**src/rtl/freq_sel_pkg.sv**
```systemverilog
// freq_sel_pkg: shared widths, table entry layout and scan FSM states
package freq_sel_pkg;

    localparam int K_FIRST_W  = 14;
    localparam int INDEX_W    = 7;
    localparam int K_SECOND_W = 4;
    localparam int ENTRY_W    = K_FIRST_W + INDEX_W + K_SECOND_W;

    // Packed MSB-first: k_second [24:21], index_first [20:14], k_first [13:0]
    typedef struct packed {
        logic [K_SECOND_W-1:0] k_second;
        logic [INDEX_W-1:0]    index_first;
        logic [K_FIRST_W-1:0]  k_first;
    } entry_t;

    typedef enum logic [2:0] {
        S_IDLE,
        S_LOAD,
        S_APPLY,
        S_SETTLE,
        S_DWELL,
        S_DONE
    } state_e;

endpackage

```
**src/rtl/freq_sel_table.sv**
```systemverilog
// freq_sel_table: DEPTH-entry channel table, read-first sync RAM with 1-cycle read latency
//   clk_i    block clock
//   we_i     write strobe, waddr_i/wdata_i write port
//   raddr_i  read address, rdata_o registered read data (old data on same-address write)
module freq_sel_table
    import freq_sel_pkg::*;
#(
    parameter int DEPTH  = 64,
    parameter int ADDR_W = 6
) (
    input  logic              clk_i,
    input  logic              we_i,
    input  logic [ADDR_W-1:0] waddr_i,
    input  entry_t            wdata_i,
    input  logic [ADDR_W-1:0] raddr_i,
    output entry_t            rdata_o
);

    entry_t mem_q [DEPTH];

    always_ff @(posedge clk_i) begin
        if (we_i) mem_q[waddr_i] <= wdata_i;
        rdata_o <= mem_q[raddr_i];
    end

endmodule

```
**src/rtl/freq_sel_sequencer.sv**
```systemverilog
// freq_sel_sequencer: walks the channel table and drives the frequency selector configuration
//   dev_clk/dev_rstn       clock, synchronous active-low reset
//   cfg_we/addr/wdata      table write port (accepted in any state)
//   cfg_num/dwell/timeout  scan length, beats per entry, DWELL cycle limit (latched at start)
//   cfg_loop               wrap to entry 0 after the last entry
//   start/stop             scan control pulses, stop has priority
//   sel_valid              selector output beat
//   k_first/index_first/k_second/entry_idx  applied entry, entry_stb on each apply
//   busy/done/err_timeout  scan status, err_timeout sticky until next start
module freq_sel_sequencer
    import freq_sel_pkg::*;
#(
    parameter int DEPTH      = 64,
    parameter int ADDR_W     = 6,
    parameter int SETTLE_CYC = 16
) (
    input  logic                  dev_clk,
    input  logic                  dev_rstn,
    input  logic                  cfg_we,
    input  logic [ADDR_W-1:0]     cfg_addr,
    input  logic [ENTRY_W-1:0]    cfg_wdata,
    input  logic [ADDR_W:0]       cfg_num,
    input  logic [15:0]           cfg_dwell,
    input  logic [23:0]           cfg_timeout,
    input  logic                  cfg_loop,
    input  logic                  start,
    input  logic                  stop,
    input  logic                  sel_valid,
    output logic [K_FIRST_W-1:0]  k_first,
    output logic [INDEX_W-1:0]    index_first,
    output logic [K_SECOND_W-1:0] k_second,
    output logic [ADDR_W-1:0]     entry_idx,
    output logic                  entry_stb,
    output logic                  busy,
    output logic                  done,
    output logic                  err_timeout
);

    localparam int SW = $clog2(SETTLE_CYC + 1);

    state_e            state_q;
    logic [ADDR_W-1:0] ptr_q;
    logic [ADDR_W:0]   num_q;
    logic [15:0]       dwell_q;
    logic [23:0]       timeout_q;
    logic              loop_q;
    logic [15:0]       beats_q;
    logic [23:0]       elapsed_q;
    logic [SW-1:0]     settle_q;
    entry_t            entry_q;
    logic [ADDR_W-1:0] entry_idx_q;
    logic              entry_stb_q;
    logic              busy_q;
    logic              done_q;
    logic              err_q;
    entry_t            rd_data;

    logic [15:0] beats_d;
    logic [23:0] elapsed_d;
    logic [15:0] dwell_eff;
    logic        beat_hit;
    logic        tmo_hit;
    logic        last;

    freq_sel_table #(
        .DEPTH  (DEPTH),
        .ADDR_W (ADDR_W)
    ) u_table (
        .clk_i   (dev_clk),
        .we_i    (cfg_we),
        .waddr_i (cfg_addr),
        .wdata_i (entry_t'(cfg_wdata)),
        .raddr_i (ptr_q),
        .rdata_o (rd_data)
    );

    // Saturating counters; a beat completion outranks a simultaneous timeout
    always_comb begin
        beats_d   = (sel_valid && beats_q != '1) ? beats_q + 16'd1 : beats_q;
        elapsed_d = (elapsed_q != '1) ? elapsed_q + 24'd1 : elapsed_q;
        dwell_eff = (dwell_q == '0) ? 16'd1 : dwell_q;
        beat_hit  = beats_d >= dwell_eff;
        tmo_hit   = (timeout_q != '0) && (elapsed_d == timeout_q);
        last      = ({1'b0, ptr_q} + (ADDR_W+1)'(1)) >= num_q;
    end

    always_ff @(posedge dev_clk) begin
        if (!dev_rstn) begin
            state_q     <= S_IDLE;
            ptr_q       <= '0;
            num_q       <= '0;
            dwell_q     <= '0;
            timeout_q   <= '0;
            loop_q      <= 1'b0;
            beats_q     <= '0;
            elapsed_q   <= '0;
            settle_q    <= '0;
            entry_q     <= '0;
            entry_idx_q <= '0;
            entry_stb_q <= 1'b0;
            busy_q      <= 1'b0;
            done_q      <= 1'b0;
            err_q       <= 1'b0;
        end else begin
            entry_stb_q <= 1'b0;
            done_q      <= 1'b0;
            if (stop && state_q != S_IDLE) begin
                state_q <= S_IDLE;
                busy_q  <= 1'b0;
            end else begin
                case (state_q)
                    S_IDLE: begin
                        if (start && !stop) begin
                            err_q <= 1'b0;
                            if (cfg_num == '0) begin
                                state_q <= S_DONE;
                                done_q  <= 1'b1;
                            end else begin
                                state_q   <= S_LOAD;
                                busy_q    <= 1'b1;
                                ptr_q     <= '0;
                                num_q     <= cfg_num;
                                dwell_q   <= cfg_dwell;
                                timeout_q <= cfg_timeout;
                                loop_q    <= cfg_loop;
                            end
                        end
                    end
                    S_LOAD: state_q <= S_APPLY;
                    S_APPLY: begin
                        entry_q     <= rd_data;
                        entry_idx_q <= ptr_q;
                        entry_stb_q <= 1'b1;
                        settle_q    <= '0;
                        state_q     <= S_SETTLE;
                    end
                    S_SETTLE: begin
                        if (settle_q == SW'(SETTLE_CYC - 1)) begin
                            beats_q   <= '0;
                            elapsed_q <= '0;
                            state_q   <= S_DWELL;
                        end else begin
                            settle_q <= settle_q + SW'(1);
                        end
                    end
                    S_DWELL: begin
                        beats_q   <= beats_d;
                        elapsed_q <= elapsed_d;
                        if (beat_hit || tmo_hit) begin
                            if (!beat_hit) err_q <= 1'b1;
                            if (!last) begin
                                ptr_q   <= ptr_q + ADDR_W'(1);
                                state_q <= S_LOAD;
                            end else if (loop_q) begin
                                ptr_q   <= '0;
                                state_q <= S_LOAD;
                            end else begin
                                state_q <= S_DONE;
                                done_q  <= 1'b1;
                            end
                        end
                    end
                    S_DONE: begin
                        busy_q  <= 1'b0;
                        state_q <= S_IDLE;
                    end
                    default: state_q <= S_IDLE;
                endcase
            end
        end
    end

    assign k_first     = entry_q.k_first;
    assign index_first = entry_q.index_first;
    assign k_second    = entry_q.k_second;
    assign entry_idx   = entry_idx_q;
    assign entry_stb   = entry_stb_q;
    assign busy        = busy_q;
    assign done        = done_q;
    assign err_timeout = err_q;

endmodule
```
**config.mk**
```make
export PLATFORM = sky130hd
export DESIGN_NAME = freq_sel_sequencer
export DESIGN_NICKNAME = d
export VERILOG_FILES = /design/src/rtl/freq_sel_pkg.sv /design/src/rtl/freq_sel_table.sv /design/src/rtl/freq_sel_sequencer.sv
export SDC_FILE = /design/constraint.sdc
export NUM_CORES = 2
export LEC_CHECK = 0
export ABC_AREA = 1
export CAP_MARGIN = 20
export CORE_UTILIZATION = 56
export DETAILED_ROUTE_END_ITERATION = 16
export PLACE_DENSITY = 0.76
export SLEW_MARGIN = 20
export SYNTH_ARGS = -nofsm -noshare
export SYNTH_HDL_FRONTEND = slang
export SYNTH_SLANG_ARGS = --single-unit
```
**constraint.sdc**
```tcl
create_clock -name dev_clk -period 4 [get_ports dev_clk]
set_input_delay 0.4 -clock dev_clk [delete_from_list [all_inputs] [get_ports dev_clk]]
set_output_delay 0.4 -clock dev_clk [all_outputs]
set_load 0.01 [all_outputs]
```
# Word-level counts from Yosys, hierarchy flattened
# Memory sizes are Yosys's and may differ from the RTL's. A register that Yosys moved wholly into a read port is not among the register bits.
# Index checks and enable logic that the tools add are counted.
# totals
mem_count	1
regBits	137
input_bits	85
mem_bits_rw	1600
# op_classes
n_reduce_logical	24
bitwise_logic	3
muxes	38
addsub	5
magnitude_cmp	2
n_eq_ne	16
# mem_list
memory	words	word_bits	rd	rd_clocked_by_memory_dff	write_ports	line	source
u_table.mem_q	64	25	1	1	1	freq_sel_table.sv:19	entry_t mem_q [DEPTH];
# ops
op	count
16-bit 2-to-1 mux	3
24-bit 2-to-1 mux	2
24-bit one-hot mux with 2 select lines	1
16-bit one-hot mux with 2 select lines	1
6-bit 2-to-1 mux	5
24-bit by 1-bit adder with 24-bit output (second input constant)	1
24-bit equality test	1
24-bit != test (second input constant)	1
24-bit nonzero test	1
3-bit 2-to-1 mux	6
16-bit by 1-bit adder with 16-bit output (second input constant)	1
16-bit >= comparator	1
16-bit zero test	1
16-bit != test (second input constant)	1
3-bit one-hot mux with 5 select lines	1
1-bit 2-to-1 mux	13
2-bit != test (second input constant)	6
6-bit one-hot mux with 2 select lines	1
3-bit AND reduction	4
5-bit one-hot mux with 2 select lines	1
2-bit nonzero test	4
6-bit by 1-bit adder with 7-bit output (second input constant)	1
7-bit >= comparator	1
7-bit zero test	1
20 further kinds	29

# Longest topological paths before layout
# logic_depth
depth_word	7
ltp_mapped	25
mapped_depth_nobuf	25

# By module
# Synthesis repeated with hierarchy kept, for this count alone.
# unflattened
cells_unflattened	6551
area_unflattened_um2	73112.6
# modules_own_cells
mod	cells_each	n_inst	area_per_inst_um2
freq_sel_table	5457	1	65761.8
freq_sel_sequencer	1094	1	7350.8

# Worst setup path before layout
# Ideal clock, no wire load.
# synth_timing
path_kind	input to register
start	in cfg_we
end	mem u_table.mem_q[32][0] (netlist bit) (enable)
stages	3
path_slack_ns	0.127
path_buffers	1
arrival_ns	3.400
path_cell_list	clkbuf_1 -> nand4_1 -> nor4_1
# synth_between
elab_chain_cells	2
# synth_lines
element	line	source
from (decl)	freq_sel_sequencer.sv:19	input logic cfg_we,
1-bit 2-to-1 mux	freq_sel_table.sv:22	if (we_i) mem_q[waddr_i] <= wdata_i;
1-bit 2-to-1 mux (not written as such)	freq_sel_table.sv:22	
to (decl)	freq_sel_table.sv:19	
# No other way between the ends.

# Worst setup path after layout
# layout_timing
start	reg beats_q[0]
end	reg ptr_q[0]
# layout_between
elab_chain_cells	7
elab_cells_between_ends	8
classes_between	1 x add/sub; 1 x order compare; 2 x eq/ne; 1 x mux; 3 x reduce/logical
# layout_lines
element	line	source
from (decl)	freq_sel_sequencer.sv:47	logic [15:0] beats_q;
from (signal assigned)	freq_sel_sequencer.sv:147	beats_q <= beats_d;
branches (longest 2 deep; another with 16-bit by 1-bit adder with 16-bit output)	--	
16-bit 2-to-1 mux (*)	freq_sel_sequencer.sv:79	beats_d = (sel_valid && beats_q != '1) ? beats_q + 16'd1 : beats_q;
16-bit >= comparator (*)	freq_sel_sequencer.sv:82	beat_hit = beats_d >= dwell_eff;
1-bit logical OR (*)	freq_sel_sequencer.sv:149	if (beat_hit || tmo_hit) begin
2-bit != test (no source line) (*)	--	
6-bit AND reduction (no source line) (*)	--	
to (signal assigned)	freq_sel_sequencer.sv:152	ptr_q <= ptr_q + ADDR_W'(1);
to (decl)	freq_sel_sequencer.sv:42	logic [ADDR_W-1:0] ptr_q;
# Mark *: on every way between the ends.
# A chain may end at the register's enable or synchronous reset.

==> impl_metrics.ini <==
[run_status]
status = finished clean

[layout]
drive_gt1_frac = 0.0980
seqCellArea_um2 = 51300
nFillCells = 8616
multi_input_area_um2 = 15400
fin_cells = 6979
nets = 5331
area_growth_syn_to_layout_pct = 12.9

[drt]
drtIter0Drc = 6277
route.detailed.drc = 0
drtPass1Iterations = 6
wl_per_cell_um = 26.8
vias = 45500
detail-route-antenna-nets = 0
wirelength_um = 187000
post_drt_via_cell_ratio = 6.51

[critical_path]
worstPathMaxFanout = 8
r2r_end = ptr_q[0]
worstSetupPathType = reg2reg
worst_setup_path_start_kind = flop
crit_required_ns = 4.67
r2r-start = beats_q[0]
reg2regPathDepth = 25
reg2reg_slack_ns = 0.34
worstPathArrival_ns = 4.33
endpoint_kind = flop

[sta]
setup_viol = 0
max_freq_ghz = 0.273
rsz0062_at_grt = false
worst_pin_slew_ns = 1.05
final-max-slew-violation-count = 0
skew_ns = 0.0403
finalCritPeriodShare = 0.914
min_period_ns = 3.66
max-slew-margin-rel = 0.298
final_hold_viol_count = 0
finalSetupTns_ns = 0

[synth]
synth_area_um2 = 68400
synthFlopType = edfxtp_1
synth-edff-count = 1600
synthesis.instances = 5125
avgSynthCellArea_um2 = 13.3
ys.warnings.count = 0
ys_async_sr_fraction = 0
synth-seq-cells = 1762
syn-num-nets = 5238
yosysSeqAreaShare = 0.750
ys_types = 40

[hold_path]
min_path_cells = 1
hp-class = in2reg
hold_end = u_table.mem_q[39][16]
min-delay-start = cfg_wdata[16]

[cts]
cts.clk_slew.worst_paths_ns = 0.06
cts-buffers-inserted = 167
cts-hold-fix-buffers = 0
root_buffer = clkbuf_16
clock-sinks = 1762
clock_path_buffers = 3
clk_latency_ns = 0.79
h-tree-depth = 4
tritoncts = built

[pwr]
total_leakage_power_uw = 0.0254
power.density_nw_per_um2 = 622
peakVddDrop_mv = 0.512

[floorplanning]
num_rows = 127
dieWidth_um = 351
ios = 120
die_h_um = 351
core_area_um2 = 120000
initial_core_util = 0.567
die-area_um2 = 123000

[global_routing]
grt.met1_usage = 0.406
grt_pass1_wl_um = 271000
met3_usage = 0.0649
grt_overflow = 0
grt_max_degree = 146
grt_busiest_layer = met2
grt.met2_usage = 0.463
grt_use_total = 0.299
antenna_found_initial = 3
grt_pass1_vias = 43600

[job]
maxCapViolations = 0

[placement]
place_congestion = 0.886
port_buffers = 119
place_inst = 6661
post-dp-hpwl_um = 98000
[layout by cell type, fill, tap and decap left out, types with 6 or more instances in the layout]
| cell type | n |
|---|---|
| nand2_2 | 8 |
| edfxtp_1 | 1600 |
| ha_1 | 28 |
| clkbuf_16 | 174 |
| xor2_1 | 13 |
| clkbuf_1 | 34 |
| clkdlybuf4s50_1 | 93 |
| nor2_2 | 69 |
| nor2_1 | 91 |
| buf_2 | 23 |
| clkinvlp_4 | 6 |
| nor3_1 | 12 |
| a21oi_1 | 906 |
| o221ai_1 | 400 |
| buf_12 | 18 |
| dfxtp_1 | 157 |
| o21ai_0 | 267 |
| nand2_1 | 749 |
| clkinv_2 | 39 |
| buf_4 | 136 |
| nand4_1 | 29 |
| nor4_1 | 7 |
| clkinv_1 | 38 |
| nand3_1 | 256 |
| xnor2_1 | 9 |
| inv_1 | 133 |
| bufinv_16 | 11 |
[cells in the mapped netlist, types with 6 or more instances]
cell type,number,area [µm²]
edfxtp_1,1600,48000
inv_2,6,22.5
nor4_1,12,75.1
xor2_1,13,114
o21ai_0,267,1340
nor2_1,152,571
dfxtp_1,162,3240
a21oi_1,906,4530
o221ai_1,400,3500
nand4_1,29,181
nand3_1,257,1290
nor2_2,8,50.1
nor3_1,12,60.1
nand2_1,751,2820
nand2_2,8,50.1
inv_1,134,503
ha_1,28,350
xnor2_1,9,78.8
buf_1,26,97.6
clkbuf_1,316,1190
[registers in the layout (all words and copies together), names as in the netlist]
| name | count |
|---|---|
| entry_idx | 6 |
| elapsed_q | 24 |
| err_timeout | 1 |
| beats_q | 16 |
| timeout_q | 24 |
| u_table.mem_q | 1600 |
| index_first | 7 |
| num_q | 7 |
| ptr_q | 6 |
| k_first | 14 |
| settle_q | 5 |
| u_table.rdata_o | 25 |
| done | 1 |
| k_second | 4 |
| state_q | 3 |
| busy | 1 |
| loop_q | 1 |
| entry_stb | 1 |
| dwell_q | 16 |
[worst max path at each step]
stage,start,to,slack (ns),cells past startpoint
floorplan,cfg_we,u_table.mem_q[32][0],0.13,3
global placement,sel_valid,ptr_q[5],0.23,22
detailed placement,sel_valid,ptr_q[5],0.20,22
CTS,beats_q[0],ptr_q[5],0.31,25
global route,beats_q[0],ptr_q[2],0.04,25
finish,beats_q[0],ptr_q[0],0.34,25
[power breakdown]
part / total (µW) / internal (µW) / switching, µW
clock network: 15600 / 8800 / 6840
logic: 11600 / 3310 / 8280
registers: 20800 / 20500 / 315
[stage by stage]
| stage | area [µm²] | hold WS (ns) | utilization | total power (µW) | setup slack, ns |
|---|---|---|---|---|---|
| after global routing | 77200 | 0.132 | 0.641 | 49600 | 0.0400 |
| after detailed placement | 71700 | 0.405 | 0.595 | 32400 | 0.197 |
| final | 77200 | 0.138 | 0.641 | 48000 | 0.343 |
| after CTS | 77200 | 0.0890 | 0.641 | 47800 | 0.310 |
| after global placement | 71700 | 0.403 | 0.595 | 32100 | 0.232 |
| after floorplan | 68400 | 0.396 | - | 27900 | 0.127 |
[cell type report]
cell class	count	area share
Tap cell	1612	0.0261
Clock inverter	103	0.0117
Antenna cell	2	0.0000649
Inverter	141	0.00707
Sequential cell	1762	0.665
Multi-Input combinational cell	2876	0.200
Clock buffer	213	0.0589
Timing Repair Buffer	270	0.0315
[worst max-delay path, stage by stage (launching register included)]
cell	delay [ns]
dfxtp_1	0.34
ha_1	0.22
nand3_1	0.14
nor2_1	0.09
nand3_1	0.07
nand2_1	0.07
or2_2	0.30
nor2_2	0.15
nand3_2	0.12
nor2_1	0.10
inv_1	0.06
nor2_1	0.13
nand2_1	0.08
a21boi_2	0.19
ha_1	0.26
a21oi_1	0.13
o21ai_0	0.09
nor2_1	0.11
nand2_1	0.06
a31oi_1	0.19
buf_4	0.17
nand3_4	0.14
nand3_4	0.14
nand2_1	0.07
inv_1	0.06
nor2_1	0.04
[cell families after synthesis]
kind of cell	share of synthesized area
AO/OA/AOI/OAI	0.139
XOR/XNOR	0.00282
buffers and inverters	0.0269
adder cells (fa/ha/maj)	0.00513
flip-flops	0.750
AND/OR/NAND/NOR	0.0762
[routing by layer]
layer | vias to the layer above | routed length (µm)
li1 | 19700 | -
met1 | 22300 | 69900
met2 | 2990 | 85700
met3 | 433 | 22900
met4 | 0 | 8330
met5 | - | 0
[repair_timing]
item,in CTS,in global routing
setup endpoints to repair,0,6
buffers inserted,0,0
resized for setup,0,2
Power figures use the tool's default switching activity.
